`src/rtl/onchip_memory_rr_arbiter.sv`:
```
// Two-master round-robin arbiter with a bounded hold window in front of a single-port on-chip RAM.
// Optional per-master grant counters are enabled with ARB_PERF_CNT_EN.
module onchip_memory_rr_arbiter #(
    parameter int unsigned ADDR_W   = 10,
    parameter int unsigned DATA_W   = 32,
    parameter int unsigned BE_W     = 4,
    parameter int unsigned MAX_HOLD = 4
) (
    input  logic              clk,
    input  logic              reset_n,
    input  logic [ADDR_W-1:0] m0_address,
    input  logic [BE_W-1:0]   m0_byteenable,
    input  logic              m0_read,
    input  logic              m0_write,
    input  logic [DATA_W-1:0] m0_writedata,
    output logic              m0_waitrequest,
    output logic [DATA_W-1:0] m0_readdata,
    output logic              m0_readdatavalid,
    input  logic [ADDR_W-1:0] m1_address,
    input  logic [BE_W-1:0]   m1_byteenable,
    input  logic              m1_read,
    input  logic              m1_write,
    input  logic [DATA_W-1:0] m1_writedata,
    output logic              m1_waitrequest,
    output logic [DATA_W-1:0] m1_readdata,
    output logic              m1_readdatavalid,
    output logic [ADDR_W-1:0] mem_address,
    output logic [BE_W-1:0]   mem_byteenable,
    output logic              mem_chipselect,
    output logic              mem_write,
    output logic [DATA_W-1:0] mem_writedata,
    output logic              mem_clken,
    input  logic [DATA_W-1:0] mem_readdata
`ifdef ARB_PERF_CNT_EN
    ,
    input  logic              cnt_clear,
    output logic [31:0]       m0_grant_count,
    output logic [31:0]       m1_grant_count
`endif
);

    localparam logic [3:0] HOLD_MAX = 4'(MAX_HOLD);

    typedef enum logic [1:0] {IDLE, OWN0, OWN1} state_t;

    state_t     state;
    logic       last_grant;
    logic [3:0] hold_cnt;
    logic [1:0] rd_pend;
    logic [1:0] grant;
    logic       req0, req1;

    assign req0 = m0_read | m0_write;
    assign req1 = m1_read | m1_write;

    // The current owner keeps a contested grant only while its window is open;
    // from IDLE the master other than last_grant wins the tie.
    always_comb begin
        grant = '0;
        if (reset_n) begin
            if (req0 && !req1) begin
                grant = 2'b01;
            end else if (req1 && !req0) begin
                grant = 2'b10;
            end else if (req0 && req1) begin
                if (state != IDLE && hold_cnt < HOLD_MAX)
                    grant = last_grant ? 2'b10 : 2'b01;
                else
                    grant = last_grant ? 2'b01 : 2'b10;
            end
        end
    end

    always_ff @(posedge clk) begin
        if (!reset_n) begin
            state      <= IDLE;
            last_grant <= 1'b0;
            hold_cnt   <= '0;
            rd_pend    <= '0;
        end else begin
            rd_pend <= {grant[1] & m1_read & ~m1_write, grant[0] & m0_read & ~m0_write};
            if (grant == 2'b00) begin
                state    <= IDLE;
                hold_cnt <= '0;
            end else begin
                if (grant[1] == last_grant) begin
                    if (hold_cnt < HOLD_MAX)
                        hold_cnt <= hold_cnt + 4'd1;
                end else begin
                    hold_cnt <= 4'd1;
                end
                last_grant <= grant[1];
                state      <= grant[1] ? OWN1 : OWN0;
            end
        end
    end

    assign m0_waitrequest   = ~reset_n | (req0 & ~grant[0]);
    assign m1_waitrequest   = ~reset_n | (req1 & ~grant[1]);
    assign m0_readdatavalid = reset_n & rd_pend[0];
    assign m1_readdatavalid = reset_n & rd_pend[1];
    assign m0_readdata      = mem_readdata;
    assign m1_readdata      = mem_readdata;

    assign mem_address    = grant[1] ? m1_address    : m0_address;
    assign mem_byteenable = grant[1] ? m1_byteenable : m0_byteenable;
    assign mem_writedata  = grant[1] ? m1_writedata  : m0_writedata;
    assign mem_chipselect = |grant;
    assign mem_write      = (grant[0] & m0_write) | (grant[1] & m1_write);
    assign mem_clken      = reset_n;

`ifdef ARB_PERF_CNT_EN
    always_ff @(posedge clk) begin
        if (!reset_n || cnt_clear) begin
            m0_grant_count <= '0;
            m1_grant_count <= '0;
        end else begin
            m0_grant_count <= m0_grant_count + 32'(grant[0]);
            m1_grant_count <= m1_grant_count + 32'(grant[1]);
        end
    end
`endif

endmodule

```
`config.mk`:
```
export PLATFORM = sky130hd
export DESIGN_NAME = onchip_memory_rr_arbiter
export DESIGN_NICKNAME = d
export VERILOG_FILES = /design/src/rtl/onchip_memory_rr_arbiter.sv
export SDC_FILE = /design/constraint.sdc
export NUM_CORES = 1
export LEC_CHECK = 0
export BUFFER_PORTS_ARGS = -buffer_cell sky130_fd_sc_hd__clkbuf_2
export CAP_MARGIN = 20
export CORE_AREA = 2 2 97 99
export DETAILED_ROUTE_END_ITERATION = 8
export DIE_AREA = 0 0 99 101
export HOLD_SLACK_MARGIN = 0.02
export PLACE_DENSITY = 0.57
export SYNTH_ARGS = -nofsm -noshare
export SYNTH_HDL_FRONTEND = slang
export SYNTH_SLANG_ARGS = --single-unit
```
`constraint.sdc`:
```
create_clock -name clk -period 2 [get_ports clk]
set_input_delay 0.3 -clock clk [delete_from_list [all_inputs] [get_ports clk]]
set_output_delay 0.3 -clock clk [all_outputs]
set_load 0.03 [all_outputs]
```
==> impl_results.md, run 1 <==
- Port-buffer cells: 150
- Site Rows: 35
- Final setup TNS: -10830 ps
- CTS clock-pin slew for the worst setup and hold paths: approximately 50 ps
- Switch Pwr: 705 uW
- CTS tree: done
- Initial Util: between 15 and 20%
- Count of cell instances traversed by the critical path: 8
- Setup skew after layout: roughly 5 ps
- Max-slew violations: 0
- R2r endpoint: rd_pend[1]$_SDFF_PN0_
- Pin count of the biggest net entering global routing: 19
- Proportion of register bits with asynchronous set or reset after synthesis: 0%
- Reg2reg start: hold_cnt[2]$_SDFFE_PP0N_
- Type of the tightest min-delay check: primary input to flop
- WL per Instance: 13.7 um
- Top cell family by delay on the critical path: buffers and inverters
- Setup crit start: hold_cnt[2]$_SDFFE_PP0N_
- CTS buffer count: 3
- Routing layer with the top usage in global route: met2
- Number of max-cap violations: 0
- Final antenna diode count: 0
- PnR Total Power: approximately 1.7 mW
- Reported leakage power: between 1 and 1.5 nW
- CTS Root Cell: sky130_fd_sc_hd__clkbuf_8
- Relative slew slack: between 70% and 80%
- Logic pwr share: around three quarters
- Final period utilization: 114%
- Reg-to-reg slack, setup: roughly 500 ps
- Unrepaired setup endpoints after global routing: yes
- Worst setup path category: flop to output port
- Level count of the clock H-tree: 1
- Share of power burned in the clock network: 13.0%
- First-pass GRT wire length: between 7 and 8 mm
- Hold-fix buffer count after cts: 0
- First-pass iteration count of the detailed router: 4
- Crit end category: output port
- Most used DFF post-synth: sky130_fd_sc_hd__dfxtp_1
- Proportion of layout cells with a drive suffix above 1: 83.5%
- Most common cell after layout, fill and taps aside: sky130_fd_sc_hd__clkbuf_2
- Internal power: around 970 uW
- Portion of total power attributed to sequential cells: between 10% and 20%
- Register bit total from synthesis: 9
- Most frequent cells in the layout: 102 x sky130_fd_sc_hd__clkbuf_2, 30 x sky130_fd_sc_hd__mux2_4, 30 x sky130_fd_sc_hd__clkbuf_4, 19 x sky130_fd_sc_hd__clkbuf_8, 16 x sky130_fd_sc_hd__mux2_2
- Area of the core: roughly 0.009 mm2
- Drt total wl: around 5.3 mm
- Area added between synthesis and finish: 53.8%
- WP data required: around 1700 ps
- Global routing usage summed across all routing layers: a little under a tenth
- Number of global-route vias before repair: 1559
- Post-layout min period: approximately 2300 ps
- Total Die Area: roughly 0.010 mm2
- Switching power as a share of total power: 42.2%
- Routing usage on met2: about 16%
- Data arrival at the endpoint of the critical path: approximately 2000 ps
- Max Fclk: ~440 MHz
- Grt met3 use: 2.64%
- Die height: 101 um
- Die boundary width: between 90 and 100 um
- Remaining number of nets flagged by the antenna check after routing: 0
- Combined buffer and inverter count along the critical path: 3
- Result of the run: complete, but fails checks
- Final weighted congestion of routability-driven global placement: between 0.9 and 1
- Termination of the worst setup path: mem_writedata[27]
- Actual transition at the worst max-transition pin: between 300 and 400 ps
- Average size of a mapped cell: roughly 9.4 um2
- Clock sink count: 9
- Final setup slack of the worst path: -282 ps
- Later-pin clock latency in the skew report: 240 ps
- CP max stage cell: sky130_fd_sc_hd__dfxtp_2
- Number of setup violations in the final report: 46
- Violated checks: negative setup slack
- Synth Cell Area: roughly 0.0016 mm2
- Grt ovf: 0
- Vias per cell: ~4
- Crit Path Max Fanout: 9
- Fin. Hold Viols: 0
- Post-Place Setup Slack: -22.7 ps
- Peak supply drop: about 0.19 mV
- Final std cells w/o fill: about 380
- CP max stage delay: about 340 ps
- Synthesized instance count: between 150 and 200
- Count of synthesis-stage warnings from yosys: 0
- DP HPWL: between 4 and 5 mm
- Number of enable flip-flop cells after synthesis: 0
- Cell breakdown of the critical path: nor2_4 > o21ai_4 > xnor2_2 > o211ai_4 > buf_4 > buf_12 > mux2_2 > clkbuf_4
- Final core utilization: 27.8%
- Part of the Yosys area used for sequential elements: 11.1%
- Num ports: 247
- Layout net count: between 400 and 500
- Syn nets: approximately 300
- # placed instances: approximately 370
- Initial antenna violation count: 0
- Number of cells on the worst reg-to-reg path: 8
- Number of distinct library cell variants in the gate-level netlist after synthesis: 30
- Post-detailed-route DRC marker count: 0
- 1st-iter DRT viols: 35
- Total via count after detailed routing: 1531
- Worst setup SP type: flop
- Filler cell count in the final layout: ~950
- Global routing met1 resource utilization: between 10% and 20%
- Power density over the cells: between 600 and 700 mW/mm2
- CTS max path bufs: 2
[stage by stage]
stage,hold slack (ps),cell area (um2)
floorplan,376,1620
global placement,480,2070
detailed placement,486,2070
CTS,279,2480
global route,293,2500
finish,294,2500
[kinds of logic after synthesis]
| family | synth area share (%) |
|---|---|
| compound gates | 9.17 |
| xor+xnor | 2.08 |
| fa+ha+maj | 0.770 |
| buf+inv | 35.1 |
| flops | 11.1 |
| mux | 36.1 |
| simple gates | 5.78 |
[registers in the layout (all words and copies together), names as in the netlist]
signal and flops:
hold_cnt 4, rd_pend 2, last_grant 1, state 2
[synth_stat cells, drive strengths merged, types with 2 or more instances]
master	n	share of area, %
a21oi	5	1.5
xnor2	2	1.5
o31ai	2	0.92
dfxtp	9	11
mux2	46	36
buf	70	34
nand2	4	0.92
o21a	2	0.92
and2	2	0.77
a21boi	2	0.92
o21ai	6	2.5
inv	3	0.69
or2	2	0.77
nor2	7	2.1
[per-layer routing]
metal / up-vias / part of all wire [%]
met4: 0 / 1.8
met2: 107 / 52
met5: - / 0
met3: 14 / 9.4
li1: 723 / -
met1: 687 / 37
[cell type report]
| class | instances | area [um2] | share of cell area [%] |
|---|---|---|---|
| Timing Repair Buffer | 168 | 1160 | 46.3 |
| Multi-Input combinational cell | 89 | 965 | 38.6 |
| Sequential cell | 9 | 181 | 7.26 |
| Tap cell | 111 | 139 | 5.56 |
| Clock buffer | 4 | 45.0 | 1.80 |
| Inverter | 3 | 11.3 | 0.451 |
[power by group through the flow]
stage | Combinational, mW | Sequential [mW] | Clock (mW)
after global placement | 0.978 | 0.213 | 0
after CTS | 1.23 | 0.210 | 0.224
after global routing | 1.32 | 0.212 | 0.237
final | 1.25 | 0.210 | 0.217
after detailed placement | 0.985 | 0.213 | 0
after floorplan | 0.947 | 0.214 | 0
[how the worst min path moves through the flow]
stage	start	to	slack [ps]	depth (start not counted)
2_1_floorplan	m0_write	rd_pend[0]$_SDFF_PN0_	380	1
3_3_place_gp	hold_cnt[1]$_SDFFE_PP0N_	hold_cnt[1]$_SDFFE_PP0N_	480	2
3_5_place_dp	hold_cnt[1]$_SDFFE_PP0N_	hold_cnt[1]$_SDFFE_PP0N_	490	2
4_1_cts	m0_write	rd_pend[0]$_SDFF_PN0_	280	2
5_1_grt	m0_write	rd_pend[0]$_SDFF_PN0_	290	2
6_report	m0_write	rd_pend[0]$_SDFF_PN0_	290	2
[repair_timing]
action | in CTS | in global routing
endpoints found under the hold margin | 0 | 0
setup buffers | 6 | 0
endpoints found under the setup margin | 47 | 48
pin swaps | 1 | 1
gates resized for setup | 81 | 7
cloned | 1 | 1
(Power assumes the default switching activity.)
==> run 2: changes to the inputs <==
Settings changed: ABC_AREA from default to 1, CORE_AREA 2 2 97 99 to 2 2 95 97, DIE_AREA 0 0 99 101 to 0 0 97 99.
==> impl_results.md, run 2 <==
- CTS buffer count: 3
- Max-slew violations: 0
- Final weighted congestion of routability-driven global placement: about 0.73
- CP max stage delay: 330 ps
- Data arrival at the endpoint of the critical path: about 1600 ps
- Most common cell after layout, fill and taps aside: sky130_fd_sc_hd__nand2_1
- Peak supply drop: 0.199 mV
- Number of global-route vias before repair: ~1700
- Global routing usage summed across all routing layers: 10.6%
- Syn nets: between 400 and 500
- Hold-fix buffer count after cts: 0
- Type of the tightest min-delay check: primary input to flop
- Reported leakage power: between 1 and 1.5 nW
- Part of the Yosys area used for sequential elements: a little under an eighth
- Worst setup SP type: flop
- Most frequent cells in the layout: 148 x sky130_fd_sc_hd__nand2_1, 105 x sky130_fd_sc_hd__clkbuf_2, 24 x sky130_fd_sc_hd__buf_4, 15 x sky130_fd_sc_hd__clkbuf_4, 10 x sky130_fd_sc_hd__inv_1
- Top cell family by delay on the critical path: simple AND/OR/NAND/NOR gates
- Register with the most flip-flops: hold_cnt
- Final std cells w/o fill: 470
- Final antenna diode count: 0
- Synthesized instance count: about 270
- Total Die Area: a little under 0.01 mm2
- CTS tree: done
- Unrepaired setup endpoints after global routing: yes
- Remaining number of nets flagged by the antenna check after routing: 0
- Post-Place Setup Slack: 125 ps
- Vias per cell: roughly 4
- CTS max path bufs: 2
- Post-layout min period: ~1900 ps
- WP data required: roughly 1700 ps
- Actual transition at the worst max-transition pin: between 300 and 400 ps
- Placed Area: about 0.0019 mm2
- Clock sink count: 9
- Relative slew slack: 73.6%
- Area added between synthesis and finish: 44.4%
- Final setup TNS: 0 ps
- Top cell by count, worst path: sky130_fd_sc_hd__nand2_1
- Most frequent cells after synthesis: 151 x sky130_fd_sc_hd__nand2_1, 67 x sky130_fd_sc_hd__buf_4, 10 x sky130_fd_sc_hd__inv_1
- Post-detailed-route DRC marker count: 0
- Port-buffer cells: 150
- Max Fclk: around 520 MHz
- Setup skew after layout: 3.97 ps
- Cell breakdown of the critical path: nor2_4 > nand2_1 > nand2_2 > nand3_4 > nand2_8 > inv_8 > buf_12 > nand2_1 > nand2_1 > buf_6
- Crit end category: output port
- PnR Total Power: between 1 and 1.5 mW
- Cell type contributing the most total cell area after synthesis: sky130_fd_sc_hd__nand2_1
- Number of max-cap violations: 0
- Leading cell types by total area after synthesis: sky130_fd_sc_hd__nand2_1 38%, sky130_fd_sc_hd__buf_4 34%, sky130_fd_sc_hd__dfxtp_1 12%, sky130_fd_sc_hd__inv_1 2.5%, sky130_fd_sc_hd__nor2_1 2.3%
- Crit Path Max Fanout: 17
- First-pass iteration count of the detailed router: 4
- Average size of a mapped cell: 5.52 um2
- Num ports: roughly 250
- Grt ovf: 0
- Finished layout cell area: about 0.0022 mm2
- CTS clock-pin slew for the worst setup and hold paths: 50 ps
- Post-Route Hold Slack: 252 ps
- Later-pin clock latency in the skew report: roughly 240 ps
- Register bit total from synthesis: 9
- # placed instances: between 400 and 500
- DP HPWL: 4.57 mm
- Number of setup violations in the final report: 0
- Final period utilization: 96.3%
- Initial antenna violation count: 0
- Number of distinct library cell variants in the gate-level netlist after synthesis: 18
- Area share of the leading cell type in the synthesized netlist: a little under two fifths
- CTS Root Cell: sky130_fd_sc_hd__clkbuf_8
- Area of the core: ~0.0086 mm2
- Total via count after detailed routing: around 1800
- Result of the run: completed
- Biggest regs: hold_cnt: 4 flops, rd_pend: 2 flops, state: 2 flops
- 1st-iter DRT viols: 33
- Fin. Hold Viols: 0
- WL per Instance: 12.4 um
- Die boundary width: 97 um
- Number of flip-flops under the largest register name: 4
- Site Rows: 34
- Final core utilization: around 25%
- Power density over the cells: ~670 mW/mm2
- Die height: just under 100 um
- Final setup slack of the worst path: around 73 ps
- Layout net count: around 490
- Drt total wl: 5.81 mm
- Synth Cell Area: between 0.0015 and 0.002 mm2
- CP max stage cell: sky130_fd_sc_hd__dfxtp_1
- Most frequently used cell type in the post-synthesis netlist: sky130_fd_sc_hd__nand2_1
- Initial Util: approximately 18%
- Level count of the clock H-tree: 1
- First-pass GRT wire length: around 8.3 mm
- Count of synthesis-stage warnings from yosys: 0
- Proportion of layout cells with a drive suffix above 1: between 40% and 50%
- Number of enable flip-flop cells after synthesis: 0
- Proportion of register bits with asynchronous set or reset after synthesis: 0%
- Pin count of the biggest net entering global routing: 38
- Worst setup path category: flop to output port
- Most used DFF post-synth: sky130_fd_sc_hd__dfxtp_1
- Combined buffer and inverter count along the critical path: 3
[run 2: cell families after synthesis]
group / synth area share, %
multiplexers: 0.667
buffers and inverters: 40.2
adder cells (fa/ha/maj): 0.833
AND/OR/NAND/NOR: 43.6
flip-flops: 12.0
AO/OA/AOI/OAI: 2.17
XOR/XNOR: 0.583
[run 2: layout make-up]
type	instances	area, um2
sequential	9	180
timing repair buffer	161	1010
clock buffer	4	45.0
fill	976	6380
inverter	11	48.8
multi-input combinational	177	752
tap	108	135
[run 2: repair_timing]
action                                  CTS  global route
pin swaps                                 0             2
setup buffers                             0             3
endpoints found under the hold margin     0             0
cloned                                    0             2
endpoints found under the setup margin   35            47
gates resized for setup                   9           102
[run 2: path summary, 6_finish.rpt]
path | from | endpoint | slack (ps) | cells after the start
max | hold_cnt[3]$_SDFFE_PP0N_ | mem_writedata[4] | 70 | 10
min | m0_write | rd_pend[0]$_SDFF_PN0_ | 250 | 2
max reg2reg | hold_cnt[3]$_SDFFE_PP0N_ | hold_cnt[1]$_SDFFE_PP0N_ | 600 | 9
min reg2reg | hold_cnt[3]$_SDFFE_PP0N_ | hold_cnt[3]$_SDFFE_PP0N_ | 490 | 2
[run 2: power breakdown]
group	switching (mW)	internal (mW)	total [mW]	leakage [nW]
clock	0.0726	0.139	0.212	0.0228
sequential	0.0105	0.199	0.209	0.0740
combinational	0.640	0.386	1.03	1.29
total	0.723	0.724	1.45	1.39
[run 2: metal layers]
layer	part of all wire (%)	track usage [%]	vias to the layer above
met4	3.2	4.44	0
met1	39	11.9	761
met5	0	0	-
met2	47	18.0	126
met3	11	4.11	25
li1	-	-	926
==> run 3: changes to the inputs <==
Settings changed: CORE_AREA 2 2 95 97 to 2 2 97 99, DIE_AREA 0 0 97 99 to 0 0 99 101, PLACE_DENSITY 0.57 to 0.55.
Clock period 2 ns to 2.4 ns, I/O delays scaled along.
==> impl_results.md, run 3 (synthesis gave the netlist of run 2 again) <==
- CTS max path bufs: 2
- Die height: 101 um
- Number of flip-flops under the largest register name: 4
- Final setup TNS: 0 ps
- CP max stage delay: between 300 and 400 ps
- Pin count of the biggest net entering global routing: slightly below 50
- Setup skew after layout: approximately 6 ps
- Top cell by count, worst path: sky130_fd_sc_hd__nand2_1
- Portion of total power attributed to sequential cells: 16.3%
- Fin. Hold Viols: 0
- Later-pin clock latency in the skew report: approximately 230 ps
- Post-detailed-route DRC marker count: 0
- Final antenna diode count: 0
- Placed Area: 0.00186 mm2
- Die boundary width: 99 um
- Grt ovf: 0
- Layout net count: 485
- Finished layout cell area: around 0.0019 mm2
- Min-Delay Path Depth: 2
- Worst setup SP type: flop
- CTS Root Cell: sky130_fd_sc_hd__clkbuf_8
- Most common cell after layout, fill and taps aside: sky130_fd_sc_hd__nand2_1
- Cell breakdown of the critical path: nor2_4 > nand2_1 > nand2_1 > nand3_2 > nand2_2 > clkinv_2 > buf_12 > nand2_1 > nand2_1 > clkbuf_2
- Number of setup violations in the final report: 0
- Final weighted congestion of routability-driven global placement: a little under 0.8
- Post-Place Setup Slack: 249 ps
- Internal power: around 500 uW
- CTS clock-pin slew for the worst setup and hold paths: around 50 ps
- Max-slew violations: 0
- Reg-to-reg slack, setup: a little under 900 ps
- Hold-fix buffer count after cts: 0
- Biggest regs: hold_cnt: 4 flops, rd_pend: 2 flops, state: 2 flops
- Worst setup path category: flop to output port
- Reg2reg start: hold_cnt[2]$_SDFFE_PP0N_
- CP max stage cell: sky130_fd_sc_hd__dfxtp_1
- Number of cells on the worst reg-to-reg path: 9
- First-pass iteration count of the detailed router: 4
- DP HPWL: around 4.4 mm
- Switch Pwr: between 500 and 600 uW
- Final period utilization: 92.9%
- First-pass GRT wire length: just over 7 mm
- Result of the run: completed
- Type of the tightest min-delay check: primary input to flop
- Remaining number of nets flagged by the antenna check after routing: 0
- Total via count after detailed routing: 1786
- Logic pwr share: around two thirds
- Unrepaired setup endpoints after global routing: no
- CTS tree: done
- WP data required: approximately 2000 ps
- R2r endpoint: hold_cnt[2]$_SDFFE_PP0N_
- Area of the core: between 0.008 and 0.009 mm2
- Level count of the clock H-tree: 1
- Site Rows: 35
- Crit end category: output port
- Initial antenna violation count: 0
- Max Fclk: roughly 450 MHz
- Switching power as a share of total power: 52.7%
- Drt total wl: about 5 mm
- Post-cts gate resize count: 0
- Global routing usage summed across all routing layers: 8.99%
- Post-layout min period: 2230 ps
- Most frequent cells in the layout: 151 x sky130_fd_sc_hd__nand2_1, 150 x sky130_fd_sc_hd__clkbuf_2, 10 x sky130_fd_sc_hd__inv_1, 9 x sky130_fd_sc_hd__nor2_1, 9 x sky130_fd_sc_hd__dfxtp_1
- Vias per cell: about 3.8
- Peak supply drop: 0.155 mV
- CTS buffer count: 3
- Proportion of layout cells with a drive suffix above 1: a little under half
- Area added between synthesis and finish: 27.0%
- Data arrival at the endpoint of the critical path: 1870 ps
- Start point of the worst min-delay path: m0_write
- Share of power burned in the clock network: approximately 16%
- Filler cell count in the final layout: approximately 1100
- Final core utilization: a little over a fifth
- Final setup slack of the worst path: 171 ps
- Setup bufs post-CTS: 0
- Register with the most flip-flops: hold_cnt
- Relative slew slack: approximately three quarters
- Number of max-cap violations: 0
- Combined buffer and inverter count along the critical path: 3
- Reported leakage power: approximately 1.3 nW
- Actual transition at the worst max-transition pin: between 300 and 400 ps
- Num ports: between 200 and 250
- Top cell family by delay on the critical path: simple AND/OR/NAND/NOR gates
- Port-buffer cells: 150
- Total Die Area: 0.0100 mm2
- End of the worst hold path: rd_pend[0]$_SDFF_PN0_
- Number of global-route vias before repair: around 1500
- Crit Path Max Fanout: 34
- Clock sink count: 9
- PnR Total Power: roughly 1.1 mW
- Initial Util: between 10% and 20%
- Power density over the cells: between 500 and 600 mW/mm2
- WL per Instance: 11.0 um
- 1st-iter DRT viols: 39
-- run 3: final cells by class --
| type | instances | area (um2) | share of cell area, % |
|---|---|---|---|
| Tap cell | 111 | 139 | 7.28 |
| Clock buffer | 4 | 45.0 | 2.36 |
| Multi-Input combinational cell | 177 | 718 | 37.7 |
| Sequential cell | 9 | 180 | 9.45 |
| Inverter | 11 | 42.5 | 2.23 |
| Timing Repair Buffer | 152 | 782 | 41.0 |
-- run 3: power groups by stage --
stage | Combinational [mW] | Clock [mW] | Sequential (mW)
after floorplan | 0.686 | 0 | 0.175
after global placement | 0.721 | 0 | 0.175
after detailed placement | 0.727 | 0 | 0.176
after CTS | 0.729 | 0.179 | 0.173
after global routing | 0.785 | 0.190 | 0.175
final | 0.717 | 0.172 | 0.173
-- run 3: through the flow --
stage	hold WS (ps)	std cells
2_1_floorplan	432	272
3_3_place_gp	473	460
3_5_place_dp	485	460
4_1_cts	306	464
5_1_grt	316	464
6_report	319	464
-- run 3: routing by layer --
layer | vias to the layer above | part of all wire, % | global-route usage (%)
li1 | 907 | - | -
met1 | 734 | 38 | 10.1
met2 | 109 | 48 | 15.7
met3 | 36 | 9.9 | 2.08
met4 | 0 | 4.6 | 4.95
met5 | - | 0 | 0
-- run 3: worst max path at each step --
stage,start,endpoint,cells past startpoint
5_1_grt,hold_cnt[2]$_SDFFE_PP0N_,mem_writedata[23],10
2_1_floorplan,hold_cnt[2]$_SDFFE_PP0N_,m0_waitrequest,5
3_3_place_gp,m0_write,mem_writedata[23],10
4_1_cts,hold_cnt[2]$_SDFFE_PP0N_,mem_writedata[29],9
6_report,hold_cnt[2]$_SDFFE_PP0N_,mem_writedata[19],10
3_5_place_dp,m0_write,mem_writedata[23],10
